`src/rtl/fpq_pkg.sv`:
```
// fpq_pkg: shared definitions for the flow-priority queue servers.
//   - traffic-class encodings reported on class_tag
//   - server FSM state type (IDLE / READY / GO)
//   - packet-length field width
package fpq_pkg;

  localparam int LEN_W = 8;

  localparam logic [1:0] P_PCF = 2'b00;
  localparam logic [1:0] P_TT  = 2'b01;
  localparam logic [1:0] P_BE  = 2'b10;
  localparam logic [1:0] P_RC  = 2'b11;

  typedef enum logic [1:0] {
    IDLE  = 2'd0,
    READY = 2'd1,
    GO    = 2'd2
  } srv_state_t;

endpackage

```
`src/rtl/len_fifo.sv`:
```
// len_fifo: synchronous DEPTH x LEN_W descriptor FIFO.
//   clk, rst : clock, synchronous active-high reset (pointers and occupancy only)
//   push     : write din at the tail (caller guarantees !full or a same-edge pop)
//   pop      : drop the head entry (caller guarantees !empty)
//   din      : length to enqueue
//   head     : length at the head of the queue (combinational read)
//   count    : occupancy, 0..DEPTH
//   full     : count == DEPTH
//   empty    : count == 0
module len_fifo
  import fpq_pkg::*;
#(
  parameter int DEPTH = 4
) (
  input  logic                       clk,
  input  logic                       rst,
  input  logic                       push,
  input  logic                       pop,
  input  logic [LEN_W-1:0]           din,
  output logic [LEN_W-1:0]           head,
  output logic [$clog2(DEPTH):0]     count,
  output logic                       full,
  output logic                       empty
);

  localparam int AW = $clog2(DEPTH);
  localparam int CW = AW + 1;

  logic [LEN_W-1:0] mem [DEPTH];
  logic [AW-1:0]    wr_ptr;
  logic [AW-1:0]    rd_ptr;

  // Storage carries no reset; only the pointers and occupancy define validity.
  always_ff @(posedge clk) begin
    if (push) begin
      mem[wr_ptr] <= din;
    end
  end

  // Pointers wrap naturally because DEPTH is a power of two; occupancy is
  // tracked separately so full and empty never alias.
  always_ff @(posedge clk) begin
    if (rst) begin
      wr_ptr <= '0;
      rd_ptr <= '0;
      count  <= '0;
    end else begin
      if (push) begin
        wr_ptr <= wr_ptr + 1'b1;
      end
      if (pop) begin
        rd_ptr <= rd_ptr + 1'b1;
      end
      case ({push, pop})
        2'b10:   count <= count + 1'b1;
        2'b01:   count <= count - 1'b1;
        default: count <= count;
      endcase
    end
  end

  assign head  = mem[rd_ptr];
  assign full  = (count == CW'(DEPTH));
  assign empty = (count == '0);

endmodule

```
`src/rtl/q_fifo_server.sv`:
```
// q_fifo_server: requester endpoint of the ready/go/ena_n arbitration
// handshake. Queues packet-length descriptors, requests the arbiter with
// bool_ready while one is pending, and on grant drives bool_go for exactly
// the head packet's length before popping it.
//   clk, rst   : clock, synchronous active-high reset
//   push       : enqueue request; push_len is the packet length (0 illegal)
//   ena_n      : arbiter grant, active low, honoured only in READY
//   bool_ready : descriptor pending and waiting for a grant
//   bool_go    : transmission in progress
//   remain     : go cycles left including the current one, 0 when idle
//   count      : queued descriptors including the one in flight
//   full/empty : occupancy decodes
//   pkt_done   : high during the final go cycle of a packet
//   drop_cnt   : rejected pushes (full or zero length), saturating
//   class_tag  : constant PRIO
module q_fifo_server
  import fpq_pkg::*;
#(
  parameter int         DEPTH = 4,
  parameter logic [1:0] PRIO  = P_PCF
) (
  input  logic                   clk,
  input  logic                   rst,
  input  logic                   push,
  input  logic [LEN_W-1:0]       push_len,
  input  logic                   ena_n,
  output logic                   bool_ready,
  output logic                   bool_go,
  output logic [LEN_W-1:0]       remain,
  output logic [$clog2(DEPTH):0] count,
  output logic                   full,
  output logic                   empty,
  output logic                   pkt_done,
  output logic [7:0]             drop_cnt,
  output logic [1:0]             class_tag
);

  localparam int CW = $clog2(DEPTH) + 1;

  srv_state_t       state;
  logic             pop;
  logic             push_ok;
  logic             more_after_pop;
  logic [LEN_W-1:0] head;

  function automatic logic [7:0] sat_inc(input logic [7:0] v);
    return (v == 8'hFF) ? v : v + 8'd1;
  endfunction

  // The head is released on the edge that ends its final go cycle.
  assign pop = (state == GO) && (remain == LEN_W'(1));

  // A full queue can still take a push on the pop edge: the freed slot is
  // the one the write pointer is sitting on.
  assign push_ok = push && (push_len != '0) && (!full || pop);

  // Occupancy left after this edge's pop, counting a same-edge push.
  assign more_after_pop = (count > CW'(1)) || push_ok;

  len_fifo #(
    .DEPTH (DEPTH)
  ) u_fifo (
    .clk   (clk),
    .rst   (rst),
    .push  (push_ok),
    .pop   (pop),
    .din   (push_len),
    .head  (head),
    .count (count),
    .full  (full),
    .empty (empty)
  );

  always_ff @(posedge clk) begin
    if (rst) begin
      state      <= IDLE;
      bool_ready <= 1'b0;
      bool_go    <= 1'b0;
      remain     <= '0;
      pkt_done   <= 1'b0;
      drop_cnt   <= '0;
    end else begin
      if (push && !push_ok) begin
        drop_cnt <= sat_inc(drop_cnt);
      end
      pkt_done <= 1'b0;
      case (state)
        IDLE: begin
          if (!empty) begin
            state      <= READY;
            bool_ready <= 1'b1;
          end
        end
        READY: begin
          if (!ena_n) begin
            state      <= GO;
            bool_ready <= 1'b0;
            bool_go    <= 1'b1;
            remain     <= head;
            // pkt_done is registered, so it is raised on the edge that
            // enters the final go cycle (immediately for a 1-cycle packet).
            pkt_done   <= (head == LEN_W'(1));
          end
        end
        GO: begin
          // ena_n is deliberately not examined: transmission is non-preemptive.
          if (remain == LEN_W'(1)) begin
            bool_go <= 1'b0;
            remain  <= '0;
            if (more_after_pop) begin
              state      <= READY;
              bool_ready <= 1'b1;
            end else begin
              state <= IDLE;
            end
          end else begin
            remain   <= remain - LEN_W'(1);
            pkt_done <= (remain == LEN_W'(2));
          end
        end
        default: begin
          state      <= IDLE;
          bool_ready <= 1'b0;
          bool_go    <= 1'b0;
          remain     <= '0;
        end
      endcase
    end
  end

  assign class_tag = PRIO;

endmodule

```
`config.mk`:
```
export PLATFORM = sky130hd
export DESIGN_NAME = q_fifo_server
export DESIGN_NICKNAME = d
export VERILOG_FILES = /design/src/rtl/fpq_pkg.sv /design/src/rtl/len_fifo.sv /design/src/rtl/q_fifo_server.sv
export SDC_FILE = /design/constraint.sdc
export NUM_CORES = 1
export LEC_CHECK = 0
export ABC_AREA = 0
export CORE_AREA = 2 2 95 70
export CTS_CLUSTER_SIZE = 24
export DETAILED_ROUTE_END_ITERATION = 8
export DIE_AREA = 0 0 97 72
export GPL_ROUTABILITY_DRIVEN = 0
export PLACE_DENSITY = 0.83
export SETUP_SLACK_MARGIN = 0.1
export SLEW_MARGIN = 10
export SYNTH_ARGS = -nofsm -noshare
export SYNTH_HDL_FRONTEND = slang
export SYNTH_SLANG_ARGS = --single-unit
```
`constraint.sdc`:
```
create_clock -name clk -period 2.19 [get_ports clk]
set_input_delay 0.219 -clock clk [delete_from_list [all_inputs] [get_ports clk]]
set_output_delay 0.219 -clock clk [all_outputs]
set_load 0.02 [all_outputs]
```
==> impl_metrics.json, run 1 <==
{
  "status": "finished, final reports clean",
  "grt_max_degree": 17,
  "hp-class": "flip-flop to flip-flop",
  "netlist_area_sq_um": 2889,
  "grt_pass1_vias": 2175,
  "clk_latency_ps": 350,
  "cts_sinks": 62,
  "worstMarginPinSlew_ps": 571.1,
  "crit_type": "flip-flop to flip-flop",
  "drc": 0,
  "grtUsageMet3_pct": 6.358,
  "grt_pass1_wl_mm": 10.23,
  "start_util_pct": 47.86,
  "synth_edf_count": 32,
  "fmax_ghz": 0.4948,
  "synth_top_area_share_pct": 33.26,
  "critPathBufInv": 1,
  "port_buffers": 35,
  "die_h_um": 72,
  "fp.dieW_um": 97,
  "drv_slew": 0,
  "yosysWarningCount": 0,
  "n_antenna_cell": 0,
  "setup-violations-final": 0,
  "clk_pin_slew_ps": 70,
  "via_count": 2065,
  "numCtsBuffers": 9,
  "drive_gt1_share_pct": 20.59,
  "dp_slack_ps": -143.0,
  "antenna_found_initial": 0,
  "required_ps": 2480,
  "slowest_delay_ps": 380,
  "drt_iter0_drc": 116,
  "clockRootBuffer": "clkbuf_8",
  "rsz0062_at_grt": "true",
  "nNetsFinal": 330,
  "cp_top_family": "simple AND/OR/NAND/NOR gates",
  "dp_hpwl_mm": 4.399,
  "synthMostInstantiatedCell": "edfxtp_1",
  "synth-main-ff-cell": "edfxtp_1",
  "power_density_nw_per_um2": 883.6,
  "io_pins": 38,
  "cp.arrival_ps": 2310,
  "netlist_top_cells_area": "edfxtp_1 33%, dfxtp_1 21%, ha_1 7.4%, mux4_2 6.2%, nor2_1 3.2%",
  "dp_cells": 366,
  "grt-ovfl-total": 0,
  "finalHoldViolCount": 0,
  "drv_cap": 0,
  "async_reset_ff_share_pct": 0,
  "grtUsageMet2_pct": 32.18,
  "irDropWorstVdd_mv": 0.3536,
  "setup_tns_ps": 0,
  "busiest_layer": "met2",
  "relSlewSlack_pct": 61.81,
  "area_delta_synth_final_pct": 28.37,
  "yosys-top-cells-count": "32 x edfxtp_1, 30 x dfxtp_1, 25 x nor2_1",
  "grt_use_total_pct": 19.06,
  "h-tree-depth": 3,
  "yosysSeqAreaShare_pct": 54.05,
  "cp-end-kind": "flip-flop",
  "clock_skew_ps": 5.958,
  "synth-seq-cells": 62,
  "critPathLaunchType": "flip-flop",
  "first_pass_iters": 4,
  "total_leakage_power_uw": 0.001354,
  "period_needed_ps": 2021,
  "fin_cells": 384,
  "crit_chain": "nor2_1 -> buf_4 -> and4_4 -> ha_2 -> or3_1 -> a21oi_1",
  "fin_crit_sh_pct": 92.29,
  "met1_usage_pct": 22.53,
  "synth_area_per_cell_sq_um": 11.89,
  "core_sq_um": 6036,
  "final_util_pct": 61.44,
  "synth.distinct_cells": 46,
  "ant_nets": 0,
  "cts_buffer_depth": 2,
  "cp_slowest_cell": "dfxtp_1",
  "die_area_sq_um": 6984,
  "fp-row-count": 24,
  "yosys.area.top_type": "edfxtp_1",
  "cp_max_fo": 6,
  "routed_wl_mm": 6.132,
  "viasPerCell": 5.378,
  "hold_buffers": 0,
  "syn_inst": 243,
  "cts_tree": "built",
  "setup_ws_ps": 168.9,
  "wl_per_cell_um": 15.97
}
## logic make-up after synthesis
family | share of synthesized area (%)
other | 0.1298
XOR/XNOR | 3.638
AND/OR/NAND/NOR | 14.08
buffers and inverters | 3.421
multiplexers | 8.359
AO/OA/AOI/OAI | 8.966
adder cells (fa/ha/maj) | 7.362
flip-flops | 54.05
## path summary, 6_finish.rpt
| path | cells past startpoint | endpoint | startpoint | slack [ps] |
|---|---|---|---|---|
| setup / recovery | 6 | u_fifo.count[2]$_SDFFE_PP0P_ | remain[2]$_SDFFE_PP0P_ | 170 |
| hold / removal | 2 | bool_go$_SDFFE_PP0P_ | bool_go$_SDFFE_PP0P_ | 510 |
| setup reg to reg | 6 | u_fifo.count[2]$_SDFFE_PP0P_ | remain[2]$_SDFFE_PP0P_ | 170 |
| hold reg to reg | 2 | bool_go$_SDFFE_PP0P_ | bool_go$_SDFFE_PP0P_ | 510 |
## where the power goes
part           internal (uW)  switching (uW)  leakage [uW]  total, uW
registers               1310            76.6      0.000539       1390
logic                    391             455      0.000709        846
clock network            617             427      0.000106       1040
total                   2320             959       0.00135       3280
## layout make-up
class                   instances  area [sq um]
clock inverters                 3         42.54
multi-input cells             160          1275
fillers                       467          2327
flip-flops and latches         62          1569
repair buffers                 56         510.5
well taps                      78         97.59
inverters                      12         45.04
clock buffers                  13         168.9
## per-layer routing
metal	up-vias	part of all wire, %	routed length (um)
met5	-	0	0
met4	0	1.6	97
met3	12	4.7	291
met2	67	49	2975
met1	981	45	2767
li1	1005	-	-
## sequential cells by signal, summed over array words and instances (netlist names), named ones only
| name | flops |
|---|---|
| bool_ready | 1 |
| u_fifo.rd_ptr | 2 |
| state | 2 |
| u_fifo.wr_ptr | 2 |
| pkt_done | 1 |
| remain | 8 |
| drop_cnt | 8 |
| u_fifo.count | 3 |
| bool_go | 1 |
| u_fifo.mem | 32 |
## layout by cell type, fill, tap and decap left out, types with 4 or more instances in the layout
cell type / synthesis / layout
inv_1: 12 / 12
or3_1: 6 / 6
xnor2_1: 4 / 4
xor2_1: 8 / 8
clkbuf_8: 0 / 12
buf_4: 2 / 21
edfxtp_1: 32 / 32
o21ai_1: 5 / 5
dfxtp_1: 30 / 26
nand2_1: 14 / 14
mux4_2: 8 / 8
nor2_1: 25 / 24
ha_1: 17 / 14
clkdlybuf4s50_1: 0 / 34
and2_1: 5 / 4
nand3_1: 5 / 5
a21oi_1: 14 / 14
mux2i_1: 5 / 5
a222oi_1: 4 / 4
## worst reg2reg max path: cells and delay by family (launching register included)
family	cells	cell delay (ps)
buffers and inverters	1	210
AND/OR/NAND/NOR	3	970
flip-flops	1	380
AO/OA/AOI/OAI	1	120
adder cells (fa/ha/maj)	1	290
## timing repair
action	CTS	global route
gates resized for setup	2	9
endpoints found under the setup margin	9	31
pin swaps	0	3
buffers inserted	0	2
## through the flow
step / total power (uW) / hold slack, ps / area [sq um]
floorplan: 1925 / 317.9 / 2915
global placement: 2167 / 482.4 / 3452
detailed placement: 2200 / 496.8 / 3452
CTS: 3246 / 517.8 / 3667
global route: 3438 / 529.2 / 3709
finish: 3277 / 513.8 / 3709
No activity file was read; power rests on OpenSTA's default activity.
==> run 2: changes to the inputs <==
--- a/config.mk
+++ b/config.mk
@@ -7,6 +7,7 @@
 export LEC_CHECK = 0
 export ABC_AREA = 0
 export CORE_AREA = 2 2 95 70
+export CTS_BUF_LIST = sky130_fd_sc_hd__clkbuf_16
 export CTS_CLUSTER_SIZE = 24
 export DETAILED_ROUTE_END_ITERATION = 8
 export DIE_AREA = 0 0 97 72
==> constraint.sdc (replaced) <==
create_clock -name clk -period 2.19 [get_ports clk]
set_input_delay 0.657 -clock clk [delete_from_list [all_inputs] [get_ports clk]]
set_output_delay 0.657 -clock clk [all_outputs]
set_load 0.02 [all_outputs]
==> impl_metrics.json, run 2 (synthesis results as in run 1) <==
{
  "status": "finished, final reports clean",
  "drive_gt1_share_pct": 24.92,
  "largest_register_ffs": 32,
  "grt-ovfl-total": 0,
  "fillers": 468,
  "slowest_delay_ps": 320,
  "core_sq_um": 6036,
  "grt_use_total_pct": 18.50,
  "dp_cells": 383,
  "period_needed_ps": 2065,
  "setup-violations-final": 0,
  "fp-row-count": 24,
  "cp_max_fo": 3,
  "numCtsBuffers": 9,
  "die_h_um": 72,
  "stdcell_area_sq_um": 3852,
  "irDropWorstVdd_mv": 0.3743,
  "whs_ps": 511.0,
  "die_area_sq_um": 6984,
  "final_cell_mix": "37 x buf_4, 32 x edfxtp_1, 30 x dfxtp_1",
  "holdPathStages": 2,
  "cp_slowest_cell": "clkdlybuf4s15_1",
  "p_switching_uw": 1018,
  "fmax_ghz": 0.4843,
  "port_buffers": 35,
  "reg2reg_depth": 7,
  "rsz0062_at_grt": "true",
  "fp.dieW_um": 97,
  "power_density_nw_per_um2": 914.7,
  "wl_per_cell_um": 15.48,
  "cp.arrival_ps": 1410,
  "dp_hpwl_mm": 4.443,
  "via_count": 2130,
  "clock_skew_ps": 3.875,
  "cts_sinks": 62,
  "clk_pin_slew_ps": 50,
  "multiInputGateArea_sq_um": 1274,
  "hold_buffers": 0,
  "setup_ws_ps": 125.2,
  "crit_chain": "inv_1 -> ha_1 -> nor2b_1 -> clkdlybuf4s15_1",
  "fin_crit_sh_pct": 94.28,
  "drv_slew": 0,
  "routed_wl_mm": 6.175,
  "first_pass_iters": 4,
  "finalHoldViolCount": 0,
  "cts_buffer_depth": 2,
  "p_seq_share_pct": 38.8,
  "critPathLaunchType": "flip-flop",
  "fin_cells": 399,
  "p_comb_share_pct": 26.0,
  "ant_nets": 0,
  "min_from": "bool_go$_SDFFE_PP0P_",
  "swShare_pct": 28.90,
  "cts_tree": "built",
  "drt_iter0_drc": 119,
  "placed_cell_area_sq_um": 3577,
  "nNetsFinal": 346,
  "n_antenna_cell": 0,
  "r2r_slack_ps": 190,
  "viasPerCell": 5.338,
  "clk_latency_ps": 320,
  "clockRootBuffer": "clkbuf_16",
  "drv_cap": 0,
  "grt_max_degree": 21,
  "worst_r2r_endpoint": "u_fifo.count[2]$_SDFFE_PP0P_",
  "cp-startpoint": "u_fifo.count[0]$_SDFFE_PP0P_",
  "critPathBufInv": 2,
  "antenna_found_initial": 0,
  "hp-class": "flip-flop to flip-flop",
  "cp_top_family": "buffers and inverters",
  "seq_area_sq_um": 1562,
  "area_delta_synth_final_pct": 33.35,
  "r2r-start": "remain[6]$_SDFFE_PP0P_",
  "grt_pass1_vias": 2163,
  "power_frac_clock_pct": 35.2,
  "required_ps": 1530,
  "cp-end-kind": "output pin",
  "io_pins": 38,
  "h-tree-depth": 3,
  "total_leakage_power_uw": 0.001549,
  "dp_slack_ps": -506.4,
  "top_regs": "u_fifo.mem (32), drop_cnt (8), remain (8)",
  "top_register": "u_fifo.mem",
  "p_int_uw": 2506,
  "start_util_pct": 47.86,
  "grt_pass1_wl_mm": 10.12,
  "crit_type": "flip-flop to output pin",
  "hold-path-endpoint": "bool_go$_SDFFE_PP0P_",
  "layout_commonest_cell": "buf_4",
  "drc": 0
}
## run 2: changes by cell type in the layout (fill, tap and decap cells not counted), moves of 4 or more
cell,change
buf_2,+5
buf_4,+16
clkbuf_16,+9
clkbuf_8,-12
clkdlybuf4s50_1,-16
dfxtp_1,+4
dlymetal6s2s_1,+4
## run 2: layout make-up
class	instances	area share (%)
multi-input cells	160	33.06
clock buffers	9	5.846
clock inverters	6	1.039
well taps	78	2.533
flip-flops and latches	62	40.53
inverters	12	1.169
repair buffers	72	15.82
## run 2: stage by stage
stage,total power [uW],utilization [%],TNS [ps]
2_1_floorplan,1916,-,-88.32
3_3_place_gp,2255,59.27,-19390
3_5_place_dp,2288,59.27,-20240
4_1_cts,3531,63.33,0
5_1_grt,3688,63.83,0
6_report,3524,63.83,0
## run 2: worst max-delay path by stage
stage | to | cells past startpoint
floorplan | u_fifo.count[2]$_SDFFE_PP0P_ | 7
global placement | u_fifo.count[2]$_SDFFE_PP0P_ | 8
detailed placement | u_fifo.count[2]$_SDFFE_PP0P_ | 8
CTS | empty | 4
global route | empty | 4
finish | empty | 4
## run 2: worst reg2reg max path, delay by kind of cell, from the launching register on
kind            cells  cell delay [ps]
simple gates        3              960
flops               1              310
buf+inv             2              280
fa+ha+maj           1              240
compound gates      1              130
## run 2: per-layer routing
metal  wire (um)  track usage (%)  vias up
li1            -                -     1034
met2        2949            30.63       60
met4          23            5.164        0
met5           0                0        -
met3         377            6.936        5
met1        2826            23.16     1031
## run 2: timing repair
action | 4_1_cts | 5_1_grt
endpoints found under the setup margin | 49 | 42
resized for setup | 35 | 11
buffers inserted | 0 | 1
pin swaps | 6 | 3
## run 2: power by group through the flow
stage	clock network, uW	logic, uW	registers [uW]
2_1_floorplan	0	483	1430
3_3_place_gp	0	870	1380
3_5_place_dp	0	898	1390
4_1_cts	1260	898	1370
5_1_grt	1310	1000	1380
6_report	1240	915	1370
